[config.mk]
export PLATFORM = sky130hd
export DESIGN_NAME = fpu_arbiter
export DESIGN_NICKNAME = d
export VERILOG_FILES = /design/src/rtl/fpu_arbiter.sv
export SDC_FILE = /design/constraint.sdc
export NUM_CORES = 1
export LEC_CHECK = 0
export ABC_AREA = 1
export BUFFER_PORTS_ARGS = -buffer_cell sky130_fd_sc_hd__buf_2
export CAP_MARGIN = 20
export CORE_AREA = 4 4 159 161
export DETAILED_ROUTE_END_ITERATION = 10
export DIE_AREA = 0 0 163 165
export GPL_TIMING_DRIVEN = 0
export SYNTH_ARGS = -nofsm -noshare
export SYNTH_HDL_FRONTEND = slang
export SYNTH_SLANG_ARGS = --single-unit
[constraint.sdc]
create_clock -name clock100KHz -period 8.3 [get_ports clock100KHz]
set_input_delay 0.415 -clock clock100KHz [delete_from_list [all_inputs] [get_ports clock100KHz]]
set_output_delay 0.415 -clock clock100KHz [all_outputs]
set_load 0.02 [all_outputs]
[src/rtl/fpu_arbiter.sv]
// Round-robin arbiter sharing one fixed-latency FPU adder between N_REQ requesters.
// Optional sticky exception flags are enabled by defining FPU_ARB_STICKY_FLAGS_EN.
module fpu_arbiter #(
    parameter int N_REQ   = 4,
    parameter int FPU_LAT = 2
) (
    input  logic                       clock100KHz,
    input  logic                       reset,
    input  logic [N_REQ-1:0]           req_valid_in,
    input  logic [32*N_REQ-1:0]        req_op_a_in,
    input  logic [32*N_REQ-1:0]        req_op_b_in,
    output logic [N_REQ-1:0]           req_ready_out,
    output logic [N_REQ-1:0]           rsp_valid_out,
    output logic [31:0]                rsp_data_out,
    output logic [3:0]                 rsp_status_out,
    output logic [31:0]                fpu_op_a_out,
    output logic [31:0]                fpu_op_b_out,
    input  logic [31:0]                fpu_data_in,
    input  logic [3:0]                 fpu_status_in,
`ifdef FPU_ARB_STICKY_FLAGS_EN
    input  logic                       sticky_clr_in,
    output logic [2:0]                 sticky_flags_out,
`endif
    output logic                       busy_out,
    output logic [$clog2(N_REQ)-1:0]   grant_id_out
);
    localparam int IW = $clog2(N_REQ);

    typedef enum logic [1:0] {IDLE, WAIT, RESP} state_t;

    state_t        state_q, state_d;
    logic [3:0]    cnt_q, cnt_d;
    logic [IW-1:0] rr_ptr_q, rr_ptr_d;
    logic [IW-1:0] grant_q, grant_d;
    logic [31:0]   op_a_q, op_a_d;
    logic [31:0]   op_b_q, op_b_d;
    logic [31:0]   rsp_data_q, rsp_data_d;
    logic [3:0]    rsp_status_q, rsp_status_d;

    logic [IW-1:0] win_idx;
    logic          any_valid;
    logic [IW:0]   scan_idx;
    logic [31:0]   op_a_arr [N_REQ];
    logic [31:0]   op_b_arr [N_REQ];

    genvar gi;
    generate
        for (gi = 0; gi < N_REQ; gi++) begin : g_req
            assign op_a_arr[gi]      = req_op_a_in[32*gi +: 32];
            assign op_b_arr[gi]      = req_op_b_in[32*gi +: 32];
            assign req_ready_out[gi] = !reset && (state_q == IDLE) && any_valid
                                       && (win_idx == IW'(gi));
            assign rsp_valid_out[gi] = (state_q == RESP) && (grant_q == IW'(gi));
        end
    endgenerate

    // Scan upward from rr_ptr with wrap; the first valid index wins.
    always_comb begin
        win_idx   = '0;
        any_valid = 1'b0;
        scan_idx  = '0;
        for (int k = 0; k < N_REQ; k++) begin
            scan_idx = {1'b0, rr_ptr_q} + (IW+1)'(k);
            if (scan_idx >= (IW+1)'(N_REQ))
                scan_idx = scan_idx - (IW+1)'(N_REQ);
            if (!any_valid && req_valid_in[scan_idx[IW-1:0]]) begin
                any_valid = 1'b1;
                win_idx   = scan_idx[IW-1:0];
            end
        end
    end

    always_comb begin
        state_d      = state_q;
        cnt_d        = cnt_q;
        rr_ptr_d     = rr_ptr_q;
        grant_d      = grant_q;
        op_a_d       = op_a_q;
        op_b_d       = op_b_q;
        rsp_data_d   = rsp_data_q;
        rsp_status_d = rsp_status_q;
        case (state_q)
            IDLE: begin
                if (any_valid) begin
                    state_d  = WAIT;
                    op_a_d   = op_a_arr[win_idx];
                    op_b_d   = op_b_arr[win_idx];
                    grant_d  = win_idx;
                    rr_ptr_d = (win_idx == IW'(N_REQ-1)) ? '0 : win_idx + IW'(1);
                    cnt_d    = 4'(FPU_LAT);
                end
            end
            WAIT: begin
                cnt_d = cnt_q - 4'd1;
                // The counter hits zero on this edge: the FPU result is valid now.
                if (cnt_q == 4'd1) begin
                    rsp_data_d   = fpu_data_in;
                    rsp_status_d = fpu_status_in;
                    state_d      = RESP;
                end
            end
            RESP:    state_d = IDLE;
            default: state_d = IDLE;
        endcase
    end

    always_ff @(posedge clock100KHz or posedge reset) begin
        if (reset) begin
            state_q      <= IDLE;
            cnt_q        <= '0;
            rr_ptr_q     <= '0;
            grant_q      <= '0;
            op_a_q       <= '0;
            op_b_q       <= '0;
            rsp_data_q   <= '0;
            rsp_status_q <= '0;
        end else begin
            state_q      <= state_d;
            cnt_q        <= cnt_d;
            rr_ptr_q     <= rr_ptr_d;
            grant_q      <= grant_d;
            op_a_q       <= op_a_d;
            op_b_q       <= op_b_d;
            rsp_data_q   <= rsp_data_d;
            rsp_status_q <= rsp_status_d;
        end
    end

    assign fpu_op_a_out   = op_a_q;
    assign fpu_op_b_out   = op_b_q;
    assign rsp_data_out   = rsp_data_q;
    assign rsp_status_out = rsp_status_q;
    assign busy_out       = (state_q != IDLE);
    assign grant_id_out   = grant_q;

`ifdef FPU_ARB_STICKY_FLAGS_EN
    logic [2:0] sticky_q, sticky_d;

    // A RESP in the same cycle as a clear still contributes its flags.
    always_comb begin
        sticky_d = sticky_clr_in ? 3'b000 : sticky_q;
        if (state_q == RESP)
            sticky_d = sticky_d | rsp_status_q[3:1];
    end

    always_ff @(posedge clock100KHz or posedge reset) begin
        if (reset) sticky_q <= '0;
        else       sticky_q <= sticky_d;
    end

    assign sticky_flags_out = sticky_q;
`endif

endmodule

# Word level (Yosys, flattened, before mapping)
# Index checks and enable logic that the tools add are counted.
# word_totals
out_inout_bits	111
regBits	110
input_bits	298
# classes
bitwise	1
reduce_logical	26
muxes	32
n_lt_le_gt_ge	9
eq_ne	11
add_sub_neg	9
# op_table
cell	count
$bmux W32 S2	2
$mux W32	4
$mux W2	11
$logic_and A1 B1 Y1	13
$ge A3 B3 Y1 const B	4
$lt A2 B3 Y1 const B	4
$eq A2 B2 Y1 const B	5
$bmux W1 S2	4
$mux W1	8
$pmux W4 S2	1
$reduce_and A2 Y1	4
$sub A2 B1 Y2 const B	4
$add A2 B2 Y3 const B	2
$eq A2 B1 Y1 const B	3
$logic_not A2 Y1	3
$eq A4 B1 Y1 const B	1
$logic_not A1 Y1	4
$mux W4	1
$ne A2 B2 Y1 const B	2
$pmux W2 S2	1
$reduce_bool A2 Y1	2
$sub A4 B1 Y4 const B	1
$add A2 B1 Y3 const B	1
$ge A2 B3 Y1 const B	1
other kinds (2)	2

# Depth between registers and ports, before layout
# logic_depth
word_depth	18
ltp_mapped	17

# Least setup slack after synthesis
# No wires, ideal clock.
# synth_timing
kind	input to output
start	input reset
end	output req_ready_out[1]
setup_slack_ns	4.179
cell_stages	3
arrival_time_ns	3.706
n_path_buf	0
path_cell_list	inv_1 > nand2_1 > nor3_1
# synth_via
elab_chain_len	4
# synth_lines
element	line	text
from (decl)	8	input logic reset,
$logic_not A1 Y1 (no line)	n/a	
$logic_and A1 B1 Y1 (2 in a row)	51	assign req_ready_out[gi] = !reset && (state_q == IDLE) && any_valid
$logic_and A1 B1 Y1	52	&& (win_idx == IW'(gi));
to (decl)	12	output logic [N_REQ-1:0] req_ready_out,
# No other way between the ends.

# Worst setup path after layout
# layout_timing
start	register rr_ptr_q[0]
end	output req_ready_out[1]
# layout_via
elab_chain_len	16
word_cells_on_any_way	40
# layout_lines
element	line	text
from (decl)	33	logic [IW-1:0] rr_ptr_q, rr_ptr_d;
from (signal assigned)	120	rr_ptr_q <= rr_ptr_d;
branches (longest 15 deep; another with $add A2 B1 Y3)	n/a	
$logic_and A1 B1 Y1 (*)	52	
# Mark *: on every way between the ends. The select of a mux whose other input is x is not followed.

==> results.json <==
{
  "r2r_start": "rr_ptr_q[0]$_DFFE_PP0P_",
  "ys_types": 28,
  "final_common_cell": "nand2_1",
  "viasPerCell": 4.579,
  "syn2layout_area_growth_pct": 38.88,
  "cp.required_ps": 7890,
  "crit_path_end_kind": "output pin",
  "gp_congestion": 0.9099,
  "fin_setup_tns_ps": 0,
  "power.share.clock_pct": 8.8,
  "num_rows": 57,
  "yosys.area.top_type": "nand2_1",
  "grtUsageTotal_pct": 22.36,
  "fmax_mhz": 305.9,
  "r2r_setup_slack_ps": 5800,
  "cts_resized": 0,
  "grt_pass1_wl_um": 46880,
  "switching_share_pct": 56.85,
  "htree_num_levels": 3,
  "start_util_pct": 30.04,
  "io_buffers": 408,
  "pwr-share-seq_pct": 17.6,
  "fin_crit_sh_pct": 39.39,
  "post_cts_buffers": 0,
  "syn-num-nets": 1474,
  "critPathArrivalTime_ps": 2850,
  "ant_nets": 0,
  "p_leak_nw": 6.296,
  "first_pass_iters": 5,
  "vias": 8810,
  "setup_violations": 0,
  "cts_num_sinks": 110,
  "multi_input_area_um2": 3882,
  "synthTopCellsByArea": "nand2_1 41%, dfrtp_1 38%, nand3_1 9.3%, buf_4 2.3%, buf_2 1.9%",
  "clockRootBuffer": "clkbuf_16",
  "reg2reg_to": "fpu_op_a_out[0]$_DFFE_PP0P_",
  "fill_cells": 2660,
  "grt_max_degree": 73,
  "worst_pin_slew_ps": 513.1,
  "maxSlewViolCount": 0,
  "cp-start-kind": "flip-flop",
  "nNetsFinal": 1894,
  "dpl.cell_count": 1907,
  "ios": 409,
  "rsz0062_at_grt": "no",
  "p_per_area_nw_per_um2": 534.0,
  "synth_top_area_share_pct": 41.30,
  "drive_above_1_share_pct": 31.02,
  "seq_area_frac_synth_pct": 38.24,
  "pwr-share-comb_pct": 73.6,
  "place.detailed.hpwl_um": 25160,
  "ff_latch_area_um2": 2753,
  "dp_worst_setup_slack_ps": 5350,
  "clock_path_buffers": 2,
  "syn_area_per_cell_um2": 6.131,
  "switchingPower_mw": 3.035,
  "dieArea_um2": 26900,
  "outcome": "finished, final reports clean",
  "cts_buffers": 9,
  "min_path_type": "input pin to asynchronous set/reset pin",
  "ys_ff_latch": 110,
  "async_flop_share_pct": 100.0,
  "clock_skew_ps": 8.454,
  "slew_headroom_pct": 65.79,
  "finalWorstSetupSlack_ps": 5031,
  "core_area_um2": 23960,
  "clk_pin_slew_ps": 80,
  "cts_hold_buf": 0,
  "synth_edf_count": 0,
  "synth_flop_cell": "dfrtp_1",
  "synth_cells": 1174,
  "first_global_vias": 8539,
  "crit_fanout": 10,
  "hold_viol": 0,
  "wl_per_cell_um": 16.28,
  "p_int_mw": 2.303,
  "power.total_mw": 5.338,
  "mostFrequentLayoutCells": "792 x nand2_1, 435 x buf_2, 134 x nand3_1, 110 x dfrtp_1, 22 x buf_4",
  "syn_area_um2": 7198,
  "yosys_warnings": 0,
  "cts_tree": "done",
  "insertion_delay_ps": 360,
  "drtIter0Drc": 507,
  "maxCapViolCount": 0,
  "grt_overflow_total": 0,
  "ff2ff_path_depth": 11,
  "path_class": "flip-flop to output pin",
  "drt-total-wl_um": 31320,
  "die_h_um": 165,
  "die_w_um": 163,
  "antenna_found_initial": 2,
  "drc": 0,
  "final_cell_count_no_fill": 1924,
  "period_needed_ps": 3269,
  "peakVddDrop_v": 0.0002418
}
## worst max-delay path, cell delays in order, from the launching register on
cell and delay [ps]:
dfrtp_1 400, buf_4 180, nand2_1 60, nand2_1 90, o21ai_1 220, nand3b_1 160
nand2_1 300, inv_2 240, buf_2 280, nand2_1 140, nor3_1 190, buf_2 210
## registers in the layout, summed over array words and instances (netlist names)
name	count
rsp_data_out	32
fpu_op_a_out	32
rsp_status_out	4
rr_ptr_q	2
grant_id_out	2
fpu_op_b_out	32
cnt_q	4
state_q	2
## cells by family after synthesis
| group | count (synthesis) | share of synthesized area (%) |
|---|---|---|
| adder cells (fa/ha/maj) | 2 | 0.3476 |
| AND/OR/NAND/NOR | 950 | 52.48 |
| AO/OA/AOI/OAI | 11 | 0.8693 |
| XOR/XNOR | 2 | 0.2434 |
| buffers and inverters | 99 | 7.822 |
| flip-flops | 110 | 38.24 |
## power groups by stage
stage | sequential (mW) | combinational (mW) | clock [mW]
after detailed placement | 0.943 | 3.96 | 0
after global routing | 0.972 | 4.44 | 0.505
after global placement | 0.941 | 3.94 | 0
after floorplan | 1.23 | 2.42 | 0
after CTS | 0.939 | 3.97 | 0.485
final | 0.941 | 3.93 | 0.469
## layer usage
layer  up-vias  global-route usage, %  routed length [µm]
met5         -                      0                  13
met4         2                  4.689                 502
met1      4015                  28.96               13410
met3        33                  4.018                1974
met2       306                  39.19               15410
li1       4454                      -                   -
## worst max path at each step
stage | slack (ps) | startpoint | depth (start not counted) | endpoint
after floorplan | 4180 | reset | 3 | req_ready_out[1]
after global placement | 2980 | reset | 5 | req_ready_out[1]
after detailed placement | 5350 | rr_ptr_q[0]$_DFFE_PP0P_ | 11 | req_ready_out[1]
after CTS | 4940 | rr_ptr_q[0]$_DFFE_PP0P_ | 11 | req_ready_out[1]
after global routing | 4720 | rr_ptr_q[0]$_DFFE_PP0P_ | 11 | req_ready_out[1]
final | 5030 | rr_ptr_q[0]$_DFFE_PP0P_ | 11 | req_ready_out[1]
## per-stage QoR
step	util (%)	instance area (µm²)	hold WS (ps)
floorplan	-	7198	514.6
global placement	40.25	9646	449.3
detailed placement	40.39	9678	452.8
CTS	41.71	9995	61.16
global route	41.72	9997	74.37
finish	41.72	9997	52.29
## Yosys cell counts, drive strengths merged, types with 2 or more instances
cell      n
o21ai     5
nor3      7
ha        2
buf      61
nand2   795
clkbuf   17
dfrtp   110
nand3   135
a21oi     2
nor2     12
inv      20
## final cells by class
| cell class | instances | area share [%] |
|---|---|---|
| Clock inverter | 7 | 0.9136 |
| Tap cell | 324 | 4.055 |
| Sequential cell | 110 | 27.53 |
| Inverter | 21 | 0.8385 |
| Multi-Input combinational cell | 965 | 38.84 |
| Timing Repair Buffer | 409 | 20.70 |
| Clock buffer | 9 | 2.253 |
| Buffer | 78 | 4.844 |
| Antenna cell | 1 | 0.02503 |
Note: power is estimated with default switching activity, not from simulation.
